`config.mk`:
```
export PLATFORM = sky130hd
export DESIGN_NAME = uart_word_tx_flat
export DESIGN_NICKNAME = d
export VERILOG_FILES = /design/src/rtl/uart_word_tx_if.sv /design/src/rtl/uart_word_tx.sv /design/src/flat_wrapper.sv
export SDC_FILE = /design/constraint.sdc
export NUM_CORES = 1
export LEC_CHECK = 0
export ABC_AREA = 0
export ABC_CLOCK_PERIOD_IN_PS = 8100
export BUFFER_PORTS_ARGS = -buffer_cell sky130_fd_sc_hd__buf_2
export CORE_ASPECT_RATIO = 0.75
export CORE_MARGIN = 4
export CORE_UTILIZATION = 51
export CTS_CLUSTER_DIAMETER = 200
export DETAILED_ROUTE_END_ITERATION = 8
export PLACE_DENSITY = 0.68
export SLEW_MARGIN = 20
export SYNTH_ARGS = -nofsm -noshare
export SYNTH_HDL_FRONTEND = slang
export SYNTH_SLANG_ARGS = --single-unit
```
`constraint.sdc`:
```
create_clock -name clk -period 8.1 [get_ports clk]
set_input_delay 1.62 -clock clk [delete_from_list [all_inputs] [get_ports clk]]
set_output_delay 1.62 -clock clk [all_outputs]
set_load 0.005 [all_outputs]
```
`src/rtl/uart_word_tx_if.sv`:
```
// Word-side handshake between the core and uart_word_tx: write strobe in,
// completion/occupancy status out.
interface uart_word_tx_if #(
  parameter int unsigned FIFO_DEPTH = 4
);
  localparam int unsigned CW = $clog2(FIFO_DEPTH + 1);

  logic [15:0]   data_send;
  logic          data_send_valid;
  logic          data_send_done;
  logic          fifo_full;
  logic [CW-1:0] fifo_count;
  logic          overflow;

  modport master (
    output data_send,
    output data_send_valid,
    input  data_send_done,
    input  fifo_full,
    input  fifo_count,
    input  overflow
  );

  modport slave (
    input  data_send,
    input  data_send_valid,
    output data_send_done,
    output fifo_full,
    output fifo_count,
    output overflow
  );
endinterface

```
`src/rtl/uart_word_tx.sv`:
```
// Buffers 16-bit words in a FIFO and sends each as two bytes to a UART TX.
// Define UART_WORD_TX_MSB_FIRST_EN to send [15:8] before [7:0].
module uart_word_tx #(
  parameter int unsigned FIFO_DEPTH = 4,
  parameter int unsigned CW         = $clog2(FIFO_DEPTH + 1)
) (
  input  logic          clk,
  input  logic          rstb,
  uart_word_tx_if.slave word_if,
  output logic [7:0]    tx_byte,
  output logic          tx_byte_dv,
  input  logic          tx_active,
  input  logic          tx_byte_done
);

  localparam int unsigned DW = 16;
  localparam int unsigned BW = 8;
  localparam int unsigned PW = (FIFO_DEPTH > 1) ? $clog2(FIFO_DEPTH) : 1;

  typedef enum logic [2:0] {
    S_IDLE  = 3'd0,
    S_LOAD  = 3'd1,
    S_SEND0 = 3'd2,
    S_WAIT0 = 3'd3,
    S_SEND1 = 3'd4,
    S_WAIT1 = 3'd5,
    S_DONE  = 3'd6
  } state_t;

  state_t        state_q, state_d;
  logic [DW-1:0] mem [FIFO_DEPTH];
  logic [PW-1:0] wr_ptr_q, rd_ptr_q;
  logic [CW-1:0] count_q, count_d;
  logic          full_q, overflow_q, done_q;
  logic [DW-1:0] word_q;
  logic          pop, push, drop;
  logic          dv_d, done_d;
  logic [BW-1:0] byte_d, first_byte, second_byte;

`ifdef UART_WORD_TX_MSB_FIRST_EN
  assign first_byte  = word_q[15:8];
  assign second_byte = word_q[7:0];
`else
  assign first_byte  = word_q[7:0];
  assign second_byte = word_q[15:8];
`endif

  // A push at full is still accepted when the idle pop frees a slot this cycle.
  assign pop  = (state_q == S_IDLE) && (count_q != '0);
  assign push = word_if.data_send_valid && (!full_q || pop);
  assign drop = word_if.data_send_valid && !push;

  always_comb begin
    count_d = count_q;
    if (push && !pop) begin
      count_d = count_q + CW'(1);
    end else if (pop && !push) begin
      count_d = count_q - CW'(1);
    end
  end

  // FIFO storage; no reset needed, pointers define validity.
  always_ff @(posedge clk) begin
    if (rstb && push) begin
      mem[wr_ptr_q] <= word_if.data_send;
    end
  end

  // FIFO pointers, occupancy, sticky overflow and the in-flight word.
  always_ff @(posedge clk) begin
    if (!rstb) begin
      wr_ptr_q   <= '0;
      rd_ptr_q   <= '0;
      count_q    <= '0;
      full_q     <= 1'b0;
      overflow_q <= 1'b0;
      word_q     <= '0;
    end else begin
      if (push) begin
        wr_ptr_q <= wr_ptr_q + PW'(1);
      end
      if (pop) begin
        word_q   <= mem[rd_ptr_q];
        rd_ptr_q <= rd_ptr_q + PW'(1);
      end
      if (drop) begin
        overflow_q <= 1'b1;
      end
      count_q <= count_d;
      full_q  <= (count_d == CW'(FIFO_DEPTH));
    end
  end

  // State register.
  always_ff @(posedge clk) begin
    if (!rstb) begin
      state_q <= S_IDLE;
    end else begin
      state_q <= state_d;
    end
  end

  // Next state; a SENDx state exits once its strobe has been presented.
  always_comb begin
    state_d = state_q;
    case (state_q)
      S_IDLE:  if (pop)          state_d = S_LOAD;
      S_LOAD:                    state_d = S_SEND0;
      S_SEND0: if (tx_byte_dv)   state_d = S_WAIT0;
      S_WAIT0: if (tx_byte_done) state_d = S_SEND1;
      S_SEND1: if (tx_byte_dv)   state_d = S_WAIT1;
      S_WAIT1: if (tx_byte_done) state_d = S_DONE;
      S_DONE:                    state_d = S_IDLE;
      default:                   state_d = S_IDLE;
    endcase
  end

  // Next output values, decoded from the state being entered.
  always_comb begin
    dv_d   = 1'b0;
    done_d = 1'b0;
    byte_d = tx_byte;
    if (((state_d == S_SEND0) || (state_d == S_SEND1)) && !tx_active) begin
      dv_d   = 1'b1;
      byte_d = (state_d == S_SEND0) ? first_byte : second_byte;
    end
    if (state_d == S_DONE) begin
      done_d = 1'b1;
    end
  end

  always_ff @(posedge clk) begin
    if (!rstb) begin
      tx_byte    <= '0;
      tx_byte_dv <= 1'b0;
      done_q     <= 1'b0;
    end else begin
      tx_byte    <= byte_d;
      tx_byte_dv <= dv_d;
      done_q     <= done_d;
    end
  end

  assign word_if.data_send_done = done_q;
  assign word_if.fifo_full      = full_q;
  assign word_if.fifo_count     = count_q;
  assign word_if.overflow       = overflow_q;

endmodule

```
`src/flat_wrapper.sv`:
```
// flat-port wrapper written by rule: the top's interface ports become plain ports
module uart_word_tx_flat 
#(
  parameter int unsigned FIFO_DEPTH = 4,
  parameter int unsigned CW         = $clog2(FIFO_DEPTH + 1)
)
  (clk, rstb, tx_byte, tx_byte_dv, tx_active, tx_byte_done, word_if_data_send, word_if_data_send_valid, word_if_data_send_done, word_if_fifo_full, word_if_fifo_count, word_if_overflow);
  uart_word_tx_if #(.FIFO_DEPTH(FIFO_DEPTH)) word_if_i ();
  input  logic clk;
  input  logic rstb;
  output logic [7:0] tx_byte;
  output logic tx_byte_dv;
  input  logic tx_active;
  input  logic tx_byte_done;
  input wire logic [$bits(word_if_i.data_send)-1:0] word_if_data_send;
  input wire logic [$bits(word_if_i.data_send_valid)-1:0] word_if_data_send_valid;
  output wire logic [$bits(word_if_i.data_send_done)-1:0] word_if_data_send_done;
  output wire logic [$bits(word_if_i.fifo_full)-1:0] word_if_fifo_full;
  output wire logic [$bits(word_if_i.fifo_count)-1:0] word_if_fifo_count;
  output wire logic [$bits(word_if_i.overflow)-1:0] word_if_overflow;
  assign word_if_i.data_send = word_if_data_send;
  assign word_if_i.data_send_valid = word_if_data_send_valid;
  assign word_if_data_send_done = word_if_i.data_send_done;
  assign word_if_fifo_full = word_if_i.fifo_full;
  assign word_if_fifo_count = word_if_i.fifo_count;
  assign word_if_overflow = word_if_i.overflow;
  uart_word_tx #(.FIFO_DEPTH(FIFO_DEPTH), .CW(CW)) u_core (.clk(clk), .rstb(rstb), .word_if(word_if_i), .tx_byte(tx_byte), .tx_byte_dv(tx_byte_dv), .tx_active(tx_active), .tx_byte_done(tx_byte_done));
endmodule
```
==> results.py <==
metrics = {
    "power_and_ir_drop": {
        "irDropWorstVdd_mv": 0.156,
        "leakage_uw": 0.00162,
        "p_per_area_nw_per_um2": 327,
    },
    "detailed_routing": {
        "post_drt_wl_per_cell_um": 16.1,
        "met3_length_um": 268,
        "drc": 0,
        "wl_met1_um": 3580,
        "highest_layer": "met4",
        "wl_met2_um": 3060,
        "via_per_inst": 5.29,
        "num_vias": 2284,
        "drt_iter0_drc": 156,
        "first_pass_iters": 4,
        "wl_um": 6970,
        "antenna_left": 0,
    },
    "min_path": {
        "hold_path_class": "reg2reg",
        "hold_depth": 2,
    },
    "finish": {
        "syn_to_final_growth_pct": 11.0,
        "nets": 350,
        "fin_util_pct": 58.2,
        "multi_input_area_sq_um": 1330,
        "drive_above_1_share_pct": 28.7,
        "regArea_sq_um": 2680,
        "fin_cells": 432,
        "n_antenna_cell": 0,
        "fillers": 656,
    },
    "timing": {
        "worst_slew_pin_slew_ps": 829,
        "skew_ps": 10.3,
        "tns_ps": 0,
        "drv_slew": 0,
        "finalSetupViolations": 0,
        "relSlewSlack_pct": 44.6,
        "fmax_mhz": 368,
        "rsz0062_at_grt": "false",
        "finalCritPeriodShare_pct": 33.5,
        "fin_hold_ws_ps": 461,
        "fin_crit_ps": 2720,
        "timing_hold_violations_final": 0,
    },
    "setup_path": {
        "startpoint_type": "input port",
        "crit_path_top_delay_cell": "or2_2",
        "rr_worst_depth": 9,
        "path_max_fanout": 16,
        "cp_cell_sequence": "buf_2, o21ai_0, or2_2, nor2_1, buf_4",
        "worstSetupPathType": "in2reg",
        "critPathMaxStageDelay_ps": 360,
        "end_kind": "flip-flop",
        "arrival_ps": 2770,
        "cp.depth": 5,
        "cp.required_ps": 8150,
        "path_buf_inv": 2,
        "critPathTopFamily": "buffers and inverters",
    },
    "global_route": {
        "grt_use_total_pct": 15.2,
        "grt_antenna_before_repair": 0,
        "overflow": 0,
        "grt_start_max_net_pins": 35,
        "grt_pass1_wl_um": 11300,
        "grt_pass1_vias": 2133,
    },
    "clock_network": {
        "cts_hold_buf": 0,
        "cts.sinks": 102,
        "cts_max_level": 3,
        "ctsLongestPathBuffers": 2,
        "cts.reportedPaths.clkPinSlew_ps": 90,
        "cts_tree": "yes",
        "cts_buffers": 9,
        "cts_setup_buffers": 0,
        "root_buffer": "clkbuf_8",
        "clk-insertion-delay-late_ps": 360,
        "cts_resized": 0,
    },
    "floorplanning": {
        "io_pins": 36,
        "rows": 28,
        "dieArea_sq_um": 9670,
        "initial_core_util_pct": 52.5,
        "core_area_sq_um": 7920,
        "die_y_um": 86.2,
        "die_x_um": 112,
    },
    "synthesis": {
        "synthCells": 286,
        "synth_fp_nets": 314,
        "async_flop_share_pct": 0,
        "synth_seq_cells": 102,
        "seq_area_frac_synth_pct": 64.6,
        "syn_area_sq_um": 4160,
        "syn_area_per_cell_sq_um": 14.5,
        "yosysWarnings": 0,
        "ys_types": 42,
        "synth_top_flop_cell": "edfxtp_1",
        "synth-edff-count": 64,
    },
    "outcome": {
        "status": "finished, final reports clean",
    },
    "place": {
        "routabilityCongestion": 0.730,
        "dp.cells": 416,
        "dp_hpwl_um": 4620,
        "numPortBuffers": 35,
    },
    "job": {
        "max_cap_viol_count": 0,
    },
}
[registers in the layout (all words and copies together), names as in the netlist]
name	count
u_core.mem	64
u_core.word_q	16
u_core.tx_byte	8
u_core.state_q	3
u_core.word_if.fifo_count	3
u_core.rd_ptr_q	2
u_core.wr_ptr_q	2
u_core.tx_byte_dv	1
u_core.word_if.data_send_done	1
u_core.word_if.fifo_full	1
u_core.word_if.overflow	1
[cell type report]
cell class / count / share of cell area (%)
Sequential cell: 102 / 58.2
Multi-Input combinational cell: 155 / 28.8
Timing Repair Buffer: 42 / 4.94
Tap cell: 105 / 2.85
Clock buffer: 9 / 2.69
Clock inverter: 7 / 1.57
Inverter: 12 / 0.977
[cell families (layout without fill, tap and decap cells)]
kind of cell    count (synthesis)  count (layout)  share of synthesized area (%)
buf+inv                        29              70                           3.61
xor+xnor                        5               5                           1.23
mux                            27              27                           11.3
compound gates                 48              48                           9.12
fa+ha+maj                       7               7                           2.11
flops                         102             102                           64.6
simple gates                   68              68                           8.04
[worst paths after layout]
kind	startpoint	end	slack [ps]
worst max register to register	u_core.word_if.fifo_count[0]	u_core.mem[2][13]	5400
worst max-delay path	word_if_data_send_valid	u_core.mem[2][13]	5380
worst min-delay path	u_core.word_q[9]	u_core.word_q[9]	460
worst min register to register	u_core.word_q[9]	u_core.word_q[9]	460
[worst min-delay path, cell delays in order (launching register included)]
cell     delay (ps)
dfxtp_1         320
nand2_1          50
a21oi_1          50
[power by group]
part	total (uW)	internal [uW]	switching (uW)
combinational	500	223	278
sequential	698	636	61.8
clock	309	122	187
[stage by stage]
stage               setup WS (ps)  instance area (sq um)  total power [uW]
CTS                          5390                   4610              1520
global route                 5220                   4610              1610
global placement             5030                   4420              1200
detailed placement           4990                   4420              1210
finish                       5380                   4610              1510
floorplan                    4680                   4160              1110
[cells in the mapped netlist (7+ instances only)]
master	n	share of area (%)
a21oi_1	20	2.4
mux4_2	16	8.7
mux2i_1	11	2.6
nand2_1	34	3.1
a211oi_2	9	2.7
dfxtp_1	38	18
a41oi_1	8	1.7
inv_1	11	0.99
buf_2	8	0.96
edfxtp_1	64	46
nor2_1	12	1.1
ha_1	7	2.1
[metal layers]
metal,global-route usage [%],vias to the layer above
met4,4.26,0
met2,21.7,36
li1,-,1133
met5,0,-
met3,4.68,5
met1,22.7,1110
[placed cells by master, fill, tap and decap left out, types with 2 or more instances in the layout]
master,instances
clkbuf_8,9
buf_4,7
nor2b_1,5
edfxtp_1,64
nor2_1,12
a211oi_2,9
a21oi_1,20
and2_1,2
o21ai_0,3
and3_1,2
inv_6,3
mux2i_1,11
nand2_1,34
xnor2_1,3
inv_8,2
a41oi_1,8
ha_1,7
nand2b_1,3
buf_2,35
o22ai_2,2
dfxtp_1,38
mux4_2,16
inv_1,11
No activity file was read; power rests on OpenSTA's default activity.
